===== src/rtl/requant_pkg.sv =====
// Shared widths and packed layouts for the requantization arbiter:
// the in-flight tag that rides beside the scaler and the output FIFO entry.
package requant_pkg;

    localparam int REQ_N_REQ   = 4;
    localparam int REQ_DATA_W  = 16;
    localparam int REQ_SHIFT_W = 4;
    localparam int REQ_N_CH    = 16;
    localparam int REQ_ID_W    = $clog2(REQ_N_REQ);
    localparam int REQ_CH_W    = $clog2(REQ_N_CH);

    typedef struct packed {
        logic                v;
        logic [REQ_ID_W-1:0] id;
        logic [REQ_CH_W-1:0] ch;
    } tag_t;

    typedef struct packed {
        logic [REQ_DATA_W-1:0] dat;
        logic [REQ_ID_W-1:0]   id;
        logic [REQ_CH_W-1:0]   ch;
    } fifo_entry_t;

endpackage


===== src/rtl/requant_out_fifo.sv =====
// Generic register FIFO with occupancy count; head visible combinationally (0 when empty).
// Latency: write to head 1 cycle; push is never refused, upstream credits must prevent overflow.
module requant_out_fifo #(
    parameter int  WIDTH = 8,
    parameter int  DEPTH = 3,
    localparam int PTR_W = (DEPTH > 1) ? $clog2(DEPTH) : 1,
    localparam int CNT_W = $clog2(DEPTH + 1)
) (
    input  logic             clk,
    input  logic             rst,
    input  logic             wr_vld,
    input  logic [WIDTH-1:0] wr_dat,
    output logic             rd_vld,
    input  logic             rd_rdy,
    output logic [WIDTH-1:0] rd_dat,
    output logic [CNT_W-1:0] count
);

    logic [WIDTH-1:0] mem_q [DEPTH];
    logic [WIDTH-1:0] mem_d [DEPTH];
    logic [PTR_W-1:0] wr_ptr_q, wr_ptr_d;
    logic [PTR_W-1:0] rd_ptr_q, rd_ptr_d;
    logic [CNT_W-1:0] cnt_q, cnt_d;
    logic             full;
    logic             wr_en;
    logic             rd_en;

    assign full   = (cnt_q == CNT_W'(DEPTH));
    assign rd_vld = (cnt_q != '0);
    assign rd_en  = rd_vld & rd_rdy;
    // A full FIFO still accepts a write when the head leaves in the same cycle.
    assign wr_en  = wr_vld & (~full | rd_en);
    assign rd_dat = rd_vld ? mem_q[rd_ptr_q] : '0;
    assign count  = cnt_q;

    always_comb begin
        mem_d    = mem_q;
        wr_ptr_d = wr_ptr_q;
        rd_ptr_d = rd_ptr_q;
        cnt_d    = cnt_q;
        if (wr_en) begin
            mem_d[wr_ptr_q] = wr_dat;
            wr_ptr_d = (wr_ptr_q == PTR_W'(DEPTH - 1)) ? '0 : wr_ptr_q + 1'b1;
        end
        if (rd_en) begin
            rd_ptr_d = (rd_ptr_q == PTR_W'(DEPTH - 1)) ? '0 : rd_ptr_q + 1'b1;
        end
        if (wr_en && !rd_en) begin
            cnt_d = cnt_q + 1'b1;
        end else if (rd_en && !wr_en) begin
            cnt_d = cnt_q - 1'b1;
        end
    end

    always_ff @(posedge clk or posedge rst) begin
        if (rst) begin
            for (int i = 0; i < DEPTH; i++) begin
                mem_q[i] <= '0;
            end
            wr_ptr_q <= '0;
            rd_ptr_q <= '0;
            cnt_q    <= '0;
        end else begin
            mem_q    <= mem_d;
            wr_ptr_q <= wr_ptr_d;
            rd_ptr_q <= rd_ptr_d;
            cnt_q    <= cnt_d;
        end
    end

    no_overflow: assert property (@(posedge clk) disable iff (rst) !(wr_vld && full && !rd_rdy));

endmodule


===== src/rtl/requant_arbiter.sv =====
// Round-robin share of one requant scaler across PE lanes, with shift table, lane/channel tags and result FIFO.
// Latency: grant to out_valid 1+SCALE_LAT cycles; grants stop once SCALE_LAT+2 words are outstanding.
module requant_arbiter
    import requant_pkg::*;
#(
    parameter int N_REQ     = REQ_N_REQ,
    parameter int DATA_W    = REQ_DATA_W,
    parameter int SHIFT_W   = REQ_SHIFT_W,
    parameter int N_CH      = REQ_N_CH,
    parameter int SCALE_LAT = 1
) (
    input  logic                       clk,
    input  logic                       rst,
    input  logic                       cfg_we,
    input  logic [$clog2(N_CH)-1:0]    cfg_ch,
    input  logic [SHIFT_W-1:0]         cfg_shift,
    input  logic [N_REQ-1:0]           req_valid,
    input  logic [N_REQ*DATA_W-1:0]    req_data,
    input  logic [N_REQ*$clog2(N_CH)-1:0] req_ch,
    output logic [N_REQ-1:0]           req_ready,
    output logic [DATA_W-1:0]          sc_din,
    output logic [SHIFT_W-1:0]         sc_shift,
    input  logic [DATA_W-1:0]          sc_dout,
    output logic                       out_valid,
    input  logic                       out_ready,
    output logic [DATA_W-1:0]          out_data,
    output logic [$clog2(N_REQ)-1:0]   out_id,
    output logic [$clog2(N_CH)-1:0]    out_ch,
    output logic                       busy
);

    // Tag and FIFO entry layouts come from requant_pkg, so lane, channel and
    // data widths must stay at the package values.
    localparam int ID_W   = $clog2(N_REQ);
    localparam int CH_W   = $clog2(N_CH);
    localparam int D      = SCALE_LAT + 2;
    localparam int CNT_W  = $clog2(D + 1);
    localparam int USED_W = CNT_W + 1;

    logic [SHIFT_W-1:0] shift_tbl_q [N_CH];
    logic [SHIFT_W-1:0] shift_tbl_d [N_CH];
    logic [ID_W-1:0]    rr_ptr_q, rr_ptr_d;
    logic [DATA_W-1:0]  sc_din_q, sc_din_d;
    logic [SHIFT_W-1:0] sc_shift_q, sc_shift_d;
    tag_t               tag_q [SCALE_LAT];
    tag_t               tag_d [SCALE_LAT];

    logic               found;
    logic [ID_W-1:0]    cand;
    logic [ID_W-1:0]    sel;
    logic [CH_W-1:0]    sel_ch;
    logic [CNT_W-1:0]   inflight;
    logic [CNT_W-1:0]   fifo_cnt;
    logic [USED_W-1:0]  used;
    logic               credit_ok;
    logic               hs;
    logic               pop;
    logic               fifo_vld;
    fifo_entry_t        push_entry;
    fifo_entry_t        head_entry;

    always_comb begin
        found = 1'b0;
        cand  = rr_ptr_q;
        sel   = rr_ptr_q;
        for (int k = 0; k < N_REQ; k++) begin
            cand = rr_ptr_q + ID_W'(k);
            if (!found && req_valid[cand]) begin
                found = 1'b1;
                sel   = cand;
            end
        end
    end

    assign sel_ch = req_ch[sel*CH_W +: CH_W];

    always_comb begin
        inflight = '0;
        for (int i = 0; i < SCALE_LAT; i++) begin
            inflight = inflight + CNT_W'(tag_q[i].v);
        end
    end

    // A pop this cycle frees a slot that a grant may claim in the same cycle.
    assign pop       = fifo_vld & out_ready;
    assign used      = USED_W'(inflight) + USED_W'(fifo_cnt);
    assign credit_ok = used < (USED_W'(D) + USED_W'(pop));
    assign hs        = found & credit_ok & ~rst;

    always_comb begin
        req_ready = '0;
        if (hs) begin
            req_ready = N_REQ'(1) << sel;
        end
    end

    always_comb begin
        shift_tbl_d = shift_tbl_q;
        if (cfg_we) begin
            shift_tbl_d[cfg_ch] = cfg_shift;
        end
        rr_ptr_d   = rr_ptr_q;
        sc_din_d   = sc_din_q;
        sc_shift_d = sc_shift_q;
        tag_d[0]   = '0;
        for (int i = 1; i < SCALE_LAT; i++) begin
            tag_d[i] = tag_q[i-1];
        end
        // Issue reads the registered table, so a same-cycle write is not seen yet.
        if (hs) begin
            rr_ptr_d   = sel + 1'b1;
            sc_din_d   = req_data[sel*DATA_W +: DATA_W];
            sc_shift_d = shift_tbl_q[sel_ch];
            tag_d[0]   = '{v: 1'b1, id: sel, ch: sel_ch};
        end
    end

    always_ff @(posedge clk or posedge rst) begin
        if (rst) begin
            for (int i = 0; i < N_CH; i++) begin
                shift_tbl_q[i] <= '0;
            end
            for (int i = 0; i < SCALE_LAT; i++) begin
                tag_q[i] <= '0;
            end
            rr_ptr_q   <= '0;
            sc_din_q   <= '0;
            sc_shift_q <= '0;
        end else begin
            shift_tbl_q <= shift_tbl_d;
            tag_q       <= tag_d;
            rr_ptr_q    <= rr_ptr_d;
            sc_din_q    <= sc_din_d;
            sc_shift_q  <= sc_shift_d;
        end
    end

    assign sc_din   = sc_din_q;
    assign sc_shift = sc_shift_q;

    assign push_entry = '{dat: sc_dout, id: tag_q[SCALE_LAT-1].id, ch: tag_q[SCALE_LAT-1].ch};

    requant_out_fifo #(
        .WIDTH ($bits(fifo_entry_t)),
        .DEPTH (D)
    ) u_out_fifo (
        .clk    (clk),
        .rst    (rst),
        .wr_vld (tag_q[SCALE_LAT-1].v),
        .wr_dat (push_entry),
        .rd_vld (fifo_vld),
        .rd_rdy (out_ready),
        .rd_dat (head_entry),
        .count  (fifo_cnt)
    );

    assign out_valid = fifo_vld;
    assign out_data  = head_entry.dat;
    assign out_id    = head_entry.id;
    assign out_ch    = head_entry.ch;
    assign busy      = (inflight != '0) | fifo_vld;

endmodule


===== config.mk =====
export PLATFORM = sky130hd
export DESIGN_NAME = requant_arbiter
export DESIGN_NICKNAME = d
export VERILOG_FILES = /design/src/rtl/requant_pkg.sv /design/src/rtl/requant_out_fifo.sv /design/src/rtl/requant_arbiter.sv
export SDC_FILE = /design/constraint.sdc
export NUM_CORES = 1
export LEC_CHECK = 0
export ABC_AREA = 1
export CAP_MARGIN = 20
export CORE_ASPECT_RATIO = 0.6
export CORE_MARGIN = 3
export CORE_UTILIZATION = 55
export DETAILED_ROUTE_END_ITERATION = 8
export DONT_BUFFER_PORTS = 1
export GPL_TIMING_DRIVEN = 1
export PLACE_DENSITY = 0.7
export SLEW_MARGIN = 25
export SYNTH_ARGS = -nofsm -noshare
export SYNTH_HDL_FRONTEND = slang
export SYNTH_SLANG_ARGS = --single-unit

===== constraint.sdc =====
create_clock -name clk -period 7.09 [get_ports clk]
set_input_delay 1.418 -clock clk [delete_from_list [all_inputs] [get_ports clk]]
set_output_delay 1.418 -clock clk [all_outputs]
set_load 0.1 [all_outputs]

==> out/qor.csv <==
stage;metric;value;unit
setup_path;Critical path origin;req_valid[0];
place;Post-DP Area;8860;um2
setup_path;family with the most delay on the worst path;buffers and inverters;
floorplan;die height;104;um
floorplan;Starting Density;56.7;%
timing;Min Clock Period, post-route;5.00;ns
outcome;status;finished clean;
timing;period utilisation layout;70.6;%
min_path;Hold Path Origin;shift_tbl_q[57];
floorplan;row cnt;35;
synthesis;Ys Warns;0;
setup_path;CP Capture Type;primary output;
route;initial drt markers;684;
place;Post-DP HPWL;15800;um
timing;RSZ-0062 raised after global routing;false;
cts;CTS Buffer Depth;2;
synthesis;Top FF cell, synth;dfrtp_1;
route;met1 WL;11100;um
cts;TritonCTS Sinks;165;
timing;Setup TNS;0;ns
synthesis;Yosys reg bits;165;
grt;first-pass GRT wire length;37700;um
synthesis;Avg Inst Size Synth;7.49;um2
grt;Overflow after GRT;0;
synthesis;Yosys top cell area share;47.1;%
synthesis;Post-Syn Area;8770;um2
final_layout;layout cells sized above 1;8.01;%
route;Post-DRT Antenna Nets;0;
cts;Root Driver;clkbuf_16;
final_layout;ANT cells;0;
floorplan;Core ar.;15500;um2
setup_path;peak per-stage delay on the critical path;0.56;ns
timing;worst-margin pin slew;0.959;ns
place;Placer Congestion;0.855;
timing;Final Hold Viols;0;
setup_path;slowest CP cell;inv_2;
cts;cts repair resizes;0;
route;routed vias;7469;
setup_path;Required @ worst endpoint;5.67;ns
route;Initial DRT Pass Iterations;5;
grt;global-route total usage across every layer;26.7;%
cts;CTS Buf Count;17;
setup_path;Max FO, Critical Path;49;
timing;Final Worst Setup Slack;2.09;ns
route;drt drc;0;
cts;hold_buf cts;0;
setup_path;crit start category;primary input;
route;WL final;23200;um
floorplan;die area;17500;um2
route;average wire per standard cell;17.0;um
cts;insertion delay to the later sink of the worst-skew pair;0.42;ns
cts;clock slew at reported path FFs;0.06;ns
grt;initial antenna violation count;0;
route;met3 routed WL;1690;um
grt;pin count of the biggest net entering global routing;103;
synthesis;number of flops mapped to enable cells by yosys;0;
place;port buffer count;0;
timing;Rel. slew slack;36.0;%
flow_run;max_cap viols;0;
synthesis;Synth cell types;32;
synthesis;Mapped Nets;1292;
route;Top Layer Used;met4;
synthesis;Post-Synthesis Cells;1171;
setup_path;Crit Reg-Reg Startpoint;rr_ptr_q[0];
synthesis;Async SR Flop Fraction;100;%
timing;final setup violation count;0;
cts;H-tree depth;4;
route;wire length on met2;10100;um
setup_path;CP Class;in2out;
setup_path;CP Data Arrival Time;3.58;ns
min_path;worst min-delay path class;reg2reg;
final_layout;post-route cell area;9440;um2
synthesis;top post-synthesis cells by area;dfrtp_1, nand2_1, o21ai_0;
timing;Slew Viols, Final;0;
final_layout;Area growth, synth to finish;7.62;%
timing;worst clock skew;0.0110;ns
place;post-place setup slack;2.11;ns
setup_path;worst-path cell chain;inv_1, nand2_1, nand2_1, nand2_1, nand2_1, nand4_4, nand2_4, nand2_4, inv_2, ha_1, inv_1, nor2_2, buf_4;
floorplan;die width;169;um
synthesis;Seq/Total Area, Yosys;47.1;%
timing;fmax;0.200;GHz
final_layout;nets;1269;
grt;vias in the first global route;7206;
cts;TritonCTS clock tree;built;
route;Vias/cell;5.48;
setup_path;Buf/Inv on CP;4;
cts;post-CTS setup buffers;0;
floorplan;I/O Pins;160;
synthesis;Synth area leader;dfrtp_1;
setup_path;Worst path most repeated cell;nand2_1;
==> final cells by class <==
class	instances	area [um2]
repair buffers	15	113
inverters	139	529
flip-flops and latches	165	4130
clock buffers	18	439
clock inverters	14	141
fillers	1450	6020
multi-input cells	810	3830
well taps	203	254
==> sequential cells by signal, summed over array words and instances (netlist names), 2 cells and up <==
| name | cells |
|---|---|
| u_out_fifo.rd_ptr_q | 2 |
| u_out_fifo.mem_q | 66 |
| u_out_fifo.wr_ptr_q | 2 |
| sc_din | 16 |
| push_entry | 6 |
| rr_ptr_q | 2 |
| shift_tbl_q | 64 |
| u_out_fifo.count | 2 |
| sc_shift | 4 |
==> final timing paths <==
check | end | slack [ns] | cells past startpoint
max in group asynchronous | shift_tbl_q[57] | 4.67 | 2
min in group asynchronous | u_out_fifo.mem_q[40] | 1.07 | 1
min reg2reg | shift_tbl_q[57] | 0.48 | 2
max reg2reg | sc_shift[2] | 3.15 | 19
min | shift_tbl_q[57] | 0.48 | 2
max | req_ready[3] | 2.09 | 13
==> synth_stat cells, types with 5 or more instances <==
cell type    n
dfrtp_1    165
o21ai_0    169
a31oi_1      5
clkbuf_1    35
inv_2        5
o22ai_1     12
nor2_1      71
nand3b_1    13
nand3_2      9
inv_1      133
nand2_2     15
buf_6        8
nand2_1    359
ha_1         9
nand3_1    127
nand2_4      5
buf_2       10
==> cells in the final DEF, fill, tap and decap left out, types with 12 or more instances in the layout <==
master,count
nand2_1,359
o21ai_0,169
dfrtp_1,165
inv_1,132
nand3_1,127
nor2_1,67
clkbuf_16,17
nand2_2,15
buf_4,15
nand3b_1,13
o22ai_1,12
==> tightest hold or removal path, cell delays in order (launching register included) <==
cell     delay (ns)
dfrtp_1        0.34
nand2_1        0.05
o21ai_0        0.05
==> per-layer routing <==
| metal | vias to the layer above | GRT usage (%) |
|---|---|---|
| li1 | 3678 | - |
| met1 | 3504 | 39.9 |
| met2 | 267 | 40.7 |
| met3 | 20 | 5.23 |
| met4 | 0 | 6.08 |
| met5 | - | 0 |
==> stage by stage <==
step,utilization (%),std cells,hold WS (ns)
after floorplan,-,1171,0.444
after global placement,57.3,1332,0.458
after detailed placement,57.3,1332,0.465
after CTS,61.0,1364,0.480
after global routing,61.0,1364,0.489
final,61.0,1364,0.478
==> logic make-up (layout without fill, tap and decap cells) <==
group                    after synthesis  in the layout  share of synthesized area (%)
AND/OR/NAND/NOR                      607            607                           30.4
XOR/XNOR                               2              2                          0.200
buffers and inverters                196            186                           9.33
AO/OA/AOI/OAI                        192            192                           11.7
flip-flops                           165            165                           47.1
adder cells (fa/ha/maj)                9              9                           1.28
Power is left out: the tool's default activity adds up to more than one toggle a clock period on the data nets, which glitch-free logic cannot reach.
